==> src/rtl/attention_pkg.sv <==
// Shared definitions for the attention MAC engine and the blocks that feed it.
//   tx_state_t : state encoding of the q/v stream transmitter
//   QV_N_ELEM  : default elements per q/v vector
//   QV_DATA_W  : default element / stream width
package attention_pkg;

    typedef enum logic [1:0] {
        IDLE = 2'b00,
        SEND = 2'b01,
        DONE = 2'b10
    } tx_state_t;

    localparam int QV_N_ELEM = 4;
    localparam int QV_DATA_W = 8;

endpackage

==> src/rtl/qv_vec_buf.sv <==
// Two N_ELEM-deep register files (query and value) with one write port and a
// beat-indexed read mux. Beat b reads element b>>1; b[0] picks q (0) or v (1).
// Contents are not reset; they are defined once written.
// Ports:
//   clk      in   clock
//   wr_en    in   write strobe (already gated by the caller)
//   wr_sel   in   0 = q buffer, 1 = v buffer
//   wr_idx   in   element index
//   wr_data  in   element value
//   rd_beat  in   stream beat index, 0 .. 2*N_ELEM-1
//   rd_data  out  element selected by rd_beat
module qv_vec_buf
    import attention_pkg::*;
#(
    parameter int N_ELEM = QV_N_ELEM,
    parameter int DATA_W = QV_DATA_W,
    localparam int IW    = $clog2(N_ELEM),
    localparam int BW    = IW + 1
) (
    input  logic              clk,
    input  logic              wr_en,
    input  logic              wr_sel,
    input  logic [IW-1:0]     wr_idx,
    input  logic [DATA_W-1:0] wr_data,
    input  logic [BW-1:0]     rd_beat,
    output logic [DATA_W-1:0] rd_data
);

    logic [DATA_W-1:0] q_mem [N_ELEM];
    logic [DATA_W-1:0] v_mem [N_ELEM];
    logic [IW-1:0]     rd_elem;

    always_ff @(posedge clk) begin
        if (wr_en) begin
            if (wr_sel)
                v_mem[wr_idx] <= wr_data;
            else
                q_mem[wr_idx] <= wr_data;
        end
    end

    assign rd_elem = rd_beat[BW-1:1];
    assign rd_data = rd_beat[0] ? v_mem[rd_elem] : q_mem[rd_elem];

endmodule

==> src/rtl/qv_stream_tx.sv <==
// Transmit side of the q/v byte stream into the attention MAC engine.
// Holds one query and one value vector, and on start emits them interleaved
// (q0, v0, q1, v1, ...) over a valid/ready master interface.
// Ports:
//   clk, rst     clock, synchronous active-high reset
//   wr_en        buffer write strobe (ignored while busy)
//   wr_sel       0 = q buffer, 1 = v buffer
//   wr_idx       element index
//   wr_data      element value
//   start        begin transmission (sampled only in IDLE)
//   busy         high in SEND and DONE
//   done         one-cycle pulse after the final beat is accepted
//   qv_mst_out   stream data
//   vld_mst_out  stream valid
//   rdy_mst_in   stream ready from the engine
module qv_stream_tx
    import attention_pkg::*;
#(
    parameter int N_ELEM = QV_N_ELEM,
    parameter int DATA_W = QV_DATA_W,
    localparam int IW    = $clog2(N_ELEM),
    localparam int BW    = IW + 1
) (
    input  logic              clk,
    input  logic              rst,
    input  logic              wr_en,
    input  logic              wr_sel,
    input  logic [IW-1:0]     wr_idx,
    input  logic [DATA_W-1:0] wr_data,
    input  logic              start,
    output logic              busy,
    output logic              done,
    output logic [DATA_W-1:0] qv_mst_out,
    output logic              vld_mst_out,
    input  logic              rdy_mst_in
);

    localparam logic [BW-1:0] LAST_BEAT = BW'(2 * N_ELEM - 1);
    localparam logic [BW-1:0] ONE_BEAT  = BW'(1);

    tx_state_t     state, state_nxt;
    logic [BW-1:0] beat,  beat_nxt;
    logic          hs;

    // Outputs decode directly from state, so a reset edge drops valid at once.
    assign vld_mst_out = (state == SEND);
    assign done        = (state == DONE);
    assign busy        = (state != IDLE);
    assign hs          = vld_mst_out & rdy_mst_in;

    // Buffer is frozen while busy so the presented beat cannot change under a stall.
    qv_vec_buf #(
        .N_ELEM (N_ELEM),
        .DATA_W (DATA_W)
    ) u_buf (
        .clk     (clk),
        .wr_en   (wr_en & ~busy),
        .wr_sel  (wr_sel),
        .wr_idx  (wr_idx),
        .wr_data (wr_data),
        .rd_beat (beat),
        .rd_data (qv_mst_out)
    );

    always_ff @(posedge clk) begin
        if (rst) begin
            state <= IDLE;
            beat  <= '0;
        end else begin
            state <= state_nxt;
            beat  <= beat_nxt;
        end
    end

    always_comb begin
        state_nxt = state;
        beat_nxt  = beat;
        unique case (state)
            IDLE: begin
                beat_nxt = '0;
                if (start)
                    state_nxt = SEND;
            end
            SEND: begin
                if (hs) begin
                    if (beat == LAST_BEAT) begin
                        state_nxt = DONE;
                        beat_nxt  = '0;
                    end else begin
                        beat_nxt = beat + ONE_BEAT;
                    end
                end
            end
            DONE: begin
                state_nxt = IDLE;
                beat_nxt  = '0;
            end
            default: begin
                state_nxt = IDLE;
                beat_nxt  = '0;
            end
        endcase
    end

endmodule

==> config.mk <==
export PLATFORM = sky130hd
export DESIGN_NAME = qv_stream_tx
export DESIGN_NICKNAME = d
export VERILOG_FILES = /design/src/rtl/attention_pkg.sv /design/src/rtl/qv_vec_buf.sv /design/src/rtl/qv_stream_tx.sv
export SDC_FILE = /design/constraint.sdc
export NUM_CORES = 1
export LEC_CHECK = 0
export CAP_MARGIN = 40
export CORE_ASPECT_RATIO = 0.9
export CORE_MARGIN = 2
export CORE_UTILIZATION = 55
export CTS_BUF_LIST = sky130_fd_sc_hd__clkbuf_4 sky130_fd_sc_hd__clkbuf_8
export DETAILED_ROUTE_END_ITERATION = 7
export PLACE_DENSITY = 0.84
export SKIP_CTS_REPAIR_TIMING = 1
export SYNTH_ARGS = -nofsm -noshare
export SYNTH_HDL_FRONTEND = slang
export SYNTH_SLANG_ARGS = --single-unit
==> constraint.sdc <==
create_clock -name clk -period 3.67 [get_ports clk]
set_clock_uncertainty 0.1 [all_clocks]
set_input_delay 0.5505 -clock clk [delete_from_list [all_inputs] [get_ports clk]]
set_output_delay 0.5505 -clock clk [all_outputs]
set_load 0.02 [all_outputs]
==> impl_metrics.tcl, run 1 <==
set metrics [dict create \
    cts_root_buf "clkbuf_8" \
    gp_congestion 0.7059 \
    n_antenna_cell 0 \
    crit_path_max_incr_delay_ps 600 \
    setup_viol 0 \
    setup_ws_ps 669.2 \
    syn_area_per_cell_sq_um 21.42 \
    syn_inst 131 \
    first_pass_iters 4 \
    core-area_sq_um 4895 \
    design_area_sq_um 3352 \
    drv_cap 0 \
    seqPwrFrac_pct 57.8 \
    slowest_stage "mux4_1" \
    drt-met1-wl_mm 2.074 \
    period_needed_ps 3001 \
    clock_latency_ps 330 \
    syn_to_final_growth_pct 19.44 \
    crit_buf_inv 2 \
    min_path_type "reg -> reg" \
    ys_ff_latch 71 \
    tns_ps 0 \
    status "complete, no violations" \
    combPwrFrac_pct 4.6 \
    vias 1370 \
    gr-total-overflow 0 \
    grt_pass1_vias 1410 \
    r2r_slack_ps 1750 \
    worst_path_dominant_cell_family "multiplexers" \
    required_ps 3020 \
    drt_wl_total_mm 4.748 \
    crit_chain "buf_4 -> mux4_1 -> mux2_2 -> clkdlybuf4s50_1" \
    wl_met2_mm 2.335 \
    drt_iter0_drc 77 \
    endpoint "qv_mst_out[5]" \
    syn_nets 149 \
    total_power_mw 1.557 \
    ios 27 \
    fin_cells 241 \
    place_area_sq_um 3149 \
    ys_warn_count 0 \
    worstMarginPinSlew_ps 923.9 \
    fin_crit_sh_pct 81.77 \
    cp.arrival_ps 2350 \
    antenna_found_initial 0 \
    drv_slew 0 \
    clkTransAtPathRegs_ps 70 \
    p_leak_nw 1.124 \
    rows 24 \
    wl_met3_um 258 \
    rsz0062_at_grt "false" \
    ctsLongestPathBuffers 2 \
    grt_max_degree 17 \
    r2r-start "state[1]" \
    fin_util_pct 68.48 \
    worst_r2r_path_depth 2 \
    ant_nets 0 \
    fin_nets 189 \
    p_int_mw 1.254 \
    drive_above_1_share_pct 20.45 \
    startpoint_type "register" \
    power.switching_mw 0.3031 \
    cts_made_buffers 9 \
    critPathCaptureType "output port" \
    power_frac_clock_pct 37.7 \
    vias_per_cell 5.685 \
    r2r-end "u_buf.v_mem[3][7]" \
    dieWidth_um 79.30 \
    top_layer "met4" \
    fmax_mhz 333.2 \
    yosysSeqAreaShare_pct 73.47 \
    yosys.area.top_type "edfxtp_1" \
    hold_viol 0 \
    timing.hold.ws_ps 433.9 \
    cp_max_fo 16 \
    switching_share_pct 19.46 \
    peakVddDrop_v 0.0004976 \
    placed_cells 223 \
    hpwlAfterDp_mm 3.010 \
    die_area_sq_um 5691 \
    critical_path_depth 4 \
    place_ws_ps 1040 \
    initial_utilization_pct 57.34 \
    slew_headroom_pct 38.18 \
    numPortBuffers 26 \
    cts.sinks 71 \
    grt_pass1_wl_mm 7.286 \
    cts_tree "built" \
    ys_types 23 \
    die_h_um 71.77 \
    drc 0 \
    wire_per_inst_um 19.70 \
    yosysTopAreaCellShare_pct 68.48 \
    yosys-top-cells-area "edfxtp_1, mux4_1, dfxtp_1, mux2_2, nor2_1" \
    powerDensity_nw_per_um2 464.5 \
    cts_max_level 3 \
    grt_use_total_pct 18.54 \
    syn-cell-area_sq_um 2806 \
    crit_type "reg -> out" \
]
-- final cells by class --
cell class	count	area, sq um
Clock inverter	5	48.80
Tap cell	65	81.33
Clock buffer	11	138.9
Fill cell	311	1543
Sequential cell	71	2062
Multi-Input combinational cell	55	700.7
Timing Repair Buffer	34	320.3
-- worst min path at each step --
stage,slack [ps],from,to,depth (start not counted)
after floorplan,370,state[1],state[0],1
after global placement,390,state[1],state[0],1
after detailed placement,410,state[1],state[0],1
after CTS,420,state[1],state[0],1
after global routing,460,state[1],state[0],1
final,430,state[1],state[0],1
-- state kept, by name, summed over array words and instances (netlist names), named ones only --
signal / cells
beat: 3
state: 2
u_buf.q_mem: 32
u_buf.v_mem: 32
-- cells in the final DEF, fill, tap and decap left out, drive strengths merged, types with 2 or more instances in the layout --
| cell type | instances |
|---|---|
| ha | 2 |
| nand2b | 3 |
| clkdlybuf4s50 | 26 |
| mux4 | 16 |
| nor2b | 2 |
| buf | 8 |
| or3b | 2 |
| clkinv | 4 |
| nor3 | 2 |
| mux2i | 2 |
| mux2 | 8 |
| edfxtp | 64 |
| nor2 | 10 |
| dfxtp | 7 |
| nand2 | 2 |
| clkbuf | 11 |
-- logic make-up after synthesis --
logic type | synth area share [%]
buffers and inverters | 1.560
and+or+nand+nor | 5.128
adders and majority gates | 0.8915
muxes | 18.77
AOI/OAI and AO/OA | 0.1782
DFF | 73.47
-- per-layer routing --
metal	vias to the layer above	track usage [%]
met4	0	9.962
li1	627	-
met5	-	0
met2	42	29.38
met1	693	24.29
met3	8	4.282
-- synthesized netlist by cell type --
master	n
a21oi_1	1
and3_1	1
buf_12	1
buf_2	1
buf_6	1
clkbuf_1	2
dfxtp_1	7
edfxtp_1	64
ha_1	2
mux2_2	8
mux2i_1	2
mux4_1	15
mux4_2	1
nand2_1	2
nand2b_1	3
nand4bb_1	1
nor2_1	10
nor2b_1	2
nor3_1	2
nor4_1	1
or2_2	1
or3b_2	2
or4b_2	1
-- power groups by stage --
| stage | Sequential (mW) | Combinational (mW) | Clock (mW) |
|---|---|---|---|
| after global routing | 0.900 | 0.0767 | 0.630 |
| after floorplan | 0.914 | 0.0295 | 0 |
| after global placement | 0.916 | 0.0671 | 0 |
| final | 0.899 | 0.0715 | 0.586 |
| after CTS | 0.900 | 0.0713 | 0.594 |
| after detailed placement | 0.917 | 0.0708 | 0 |
No activity file was read; power rests on OpenSTA's default activity.
==> run 2: changes to the inputs <==
Clock period 3.67 ns to 2.9 ns, I/O delays scaled along.
==> run 2 against run 1 <==
Worst setup slack lost 600 ps. Sequential power is 27% higher. Flip-flop and latch count unchanged. Via count fell by 1.0%. Cell area increased by 1.6%. Global-route usage rose by 0.73 points. Final cell count is 0.83% higher. Sequential share of layout area down 0.95 points. Critical path depth stayed put.
==> impl_metrics.tcl, run 2 (same netlist as run 1, synthesis figures left out) <==
set metrics [dict create \
    ant_nets 0 \
    placed_cells 227 \
    worst_r2r_path_depth 3 \
    grt_pass1_wl_mm 7.334 \
    drc 0 \
    grt_use_total_pct 19.27 \
    cts_max_level 3 \
    numPortBuffers 26 \
    die_area_sq_um 5691 \
    cts.sinks 71 \
    cts_root_buf "clkbuf_8" \
    required_ps 2370 \
    top_regs "u_buf.q_mem (32), u_buf.v_mem (32), beat (3)" \
    grt_max_degree 17 \
    seqPwrFrac_pct 55.5 \
    gp_congestion 0.6749 \
    grt_pass1_vias 1416 \
    n_antenna_cell 0 \
    drv_slew 0 \
    power_frac_clock_pct 40.1 \
    startpoint_type "register" \
    worstMarginPinSlew_ps 551.7 \
    core-area_sq_um 4895 \
    rsz0062_at_grt "false" \
    die_h_um 71.77 \
    first_pass_iters 4 \
    layout_common_cells "edfxtp_1, clkdlybuf4s50_1, mux4_1" \
    cts_tree "built" \
    place_ws_ps 341.1 \
    powerDensity_nw_per_um2 602.6 \
    cp_max_fo 16 \
    period_needed_ps 2835 \
    switching_share_pct 18.68 \
    fill_cells 302 \
    vias 1356 \
    slew_headroom_pct 63.17 \
    timing.hold.ws_ps 417.1 \
    clkTransAtPathRegs_ps 70 \
    critPathCaptureType "output port" \
    cts_made_buffers 9 \
    p_leak_nw 1.159 \
    vias_per_cell 5.580 \
    clock_latency_ps 330 \
    gr-total-overflow 0 \
    drv_cap 0 \
    rows 24 \
    status "complete, no violations" \
    wire_per_inst_um 20.18 \
    layout_commonest_cell "edfxtp_1" \
    peakVddDrop_v 0.0003775 \
    initial_utilization_pct 57.34 \
    whs_path_depth 1 \
    fin_cells 243 \
    hpwlAfterDp_mm 3.073 \
    ios 27 \
    setup_ws_ps 65.11 \
    drt_wl_total_mm 4.903 \
    fin_crit_sh_pct 97.75 \
    p_int_mw 1.668 \
    power.switching_mw 0.3833 \
    antenna_found_initial 0 \
    ctsLongestPathBuffers 2 \
    syn_to_final_growth_pct 21.31 \
    fmax_mhz 352.7 \
    dieWidth_um 79.30 \
    fin_nets 191 \
    drive_above_1_share_pct 21.35 \
    min_path_type "reg -> reg" \
    combPwrFrac_pct 4.4 \
    cp.arrival_ps 2300 \
    drt_iter0_drc 66 \
    setup_viol 0 \
    crit_type "reg -> out" \
    hold_viol 0 \
]
[run 2: cell types whose count changed in the layout (fill, tap and decap cells not counted)]
cell | previous run | this run
buf_4 | 8 | 9
buf_6 | 0 | 1
bufinv_16 | 1 | 2
clkbuf_4 | 2 | 1
clkdlybuf4s50_1 | 26 | 24
clkinv_2 | 3 | 1
clkinv_4 | 0 | 1
clkinvlp_4 | 0 | 1
dlymetal6s2s_1 | 0 | 2
[run 2: area by class of cell]
class	count	area [sq um]	area share [%]
clock buffers	10	131.4	3.859
clock inverters	6	85.08	2.499
multi-input cells	55	700.7	20.58
flip-flops and latches	71	2062	60.57
well taps	65	81.33	2.389
repair buffers	36	344.1	10.11
[run 2: layer usage]
layer	part of all wire, %	vias to the layer above	routed length [um]	GRT usage [%]
li1	-	631	-	-
met1	41	689	2024	21.68
met2	55	30	2675	33.99
met3	3.3	6	164	5.919
met4	0.80	0	39	8.621
met5	0	-	0	0
[run 2: worst paths after layout]
path	slack, ps	endpoint	start
max	70	qv_mst_out[6]	register
min	420	state[0]	state[1]
max reg2reg	990	u_buf.q_mem[0][7]	state[0]
min reg2reg	420	state[0]	state[1]
[run 2: critical path: stages, from the launching register on]
cell and delay (ps):
dfxtp_1 330, buf_6 210, mux4_1 600, mux2_2 280, clkdlybuf4s50_1 540
[run 2: through the flow]
stage	setup TNS, ps	cell area, sq um	util (%)	power, mW
after floorplan	0	2806	-	1.194
after global placement	0	3179	64.95	1.245
after detailed placement	0	3179	64.95	1.251
after CTS	-59.83	3396	69.38	2.072
after global routing	0	3405	69.56	2.122
final	0	3405	69.56	2.052
[run 2: power groups by stage]
| stage | clock [mW] | sequential, mW | combinational, mW |
|---|---|---|---|
| 2_1_floorplan | 0 | 1.16 | 0.0374 |
| 3_3_place_gp | 0 | 1.16 | 0.0861 |
| 3_5_place_dp | 0 | 1.16 | 0.0907 |
| 4_1_cts | 0.843 | 1.14 | 0.0912 |
| 5_1_grt | 0.886 | 1.14 | 0.0969 |
| 6_report | 0.823 | 1.14 | 0.0904 |
==> run 3: changes to the inputs <==
Settings changed: ABC_CLOCK_PERIOD_IN_PS from default to 2900.
==> results of run 3 <==
Same layout as run 2: the final DEF is identical, and so are final timing and power.
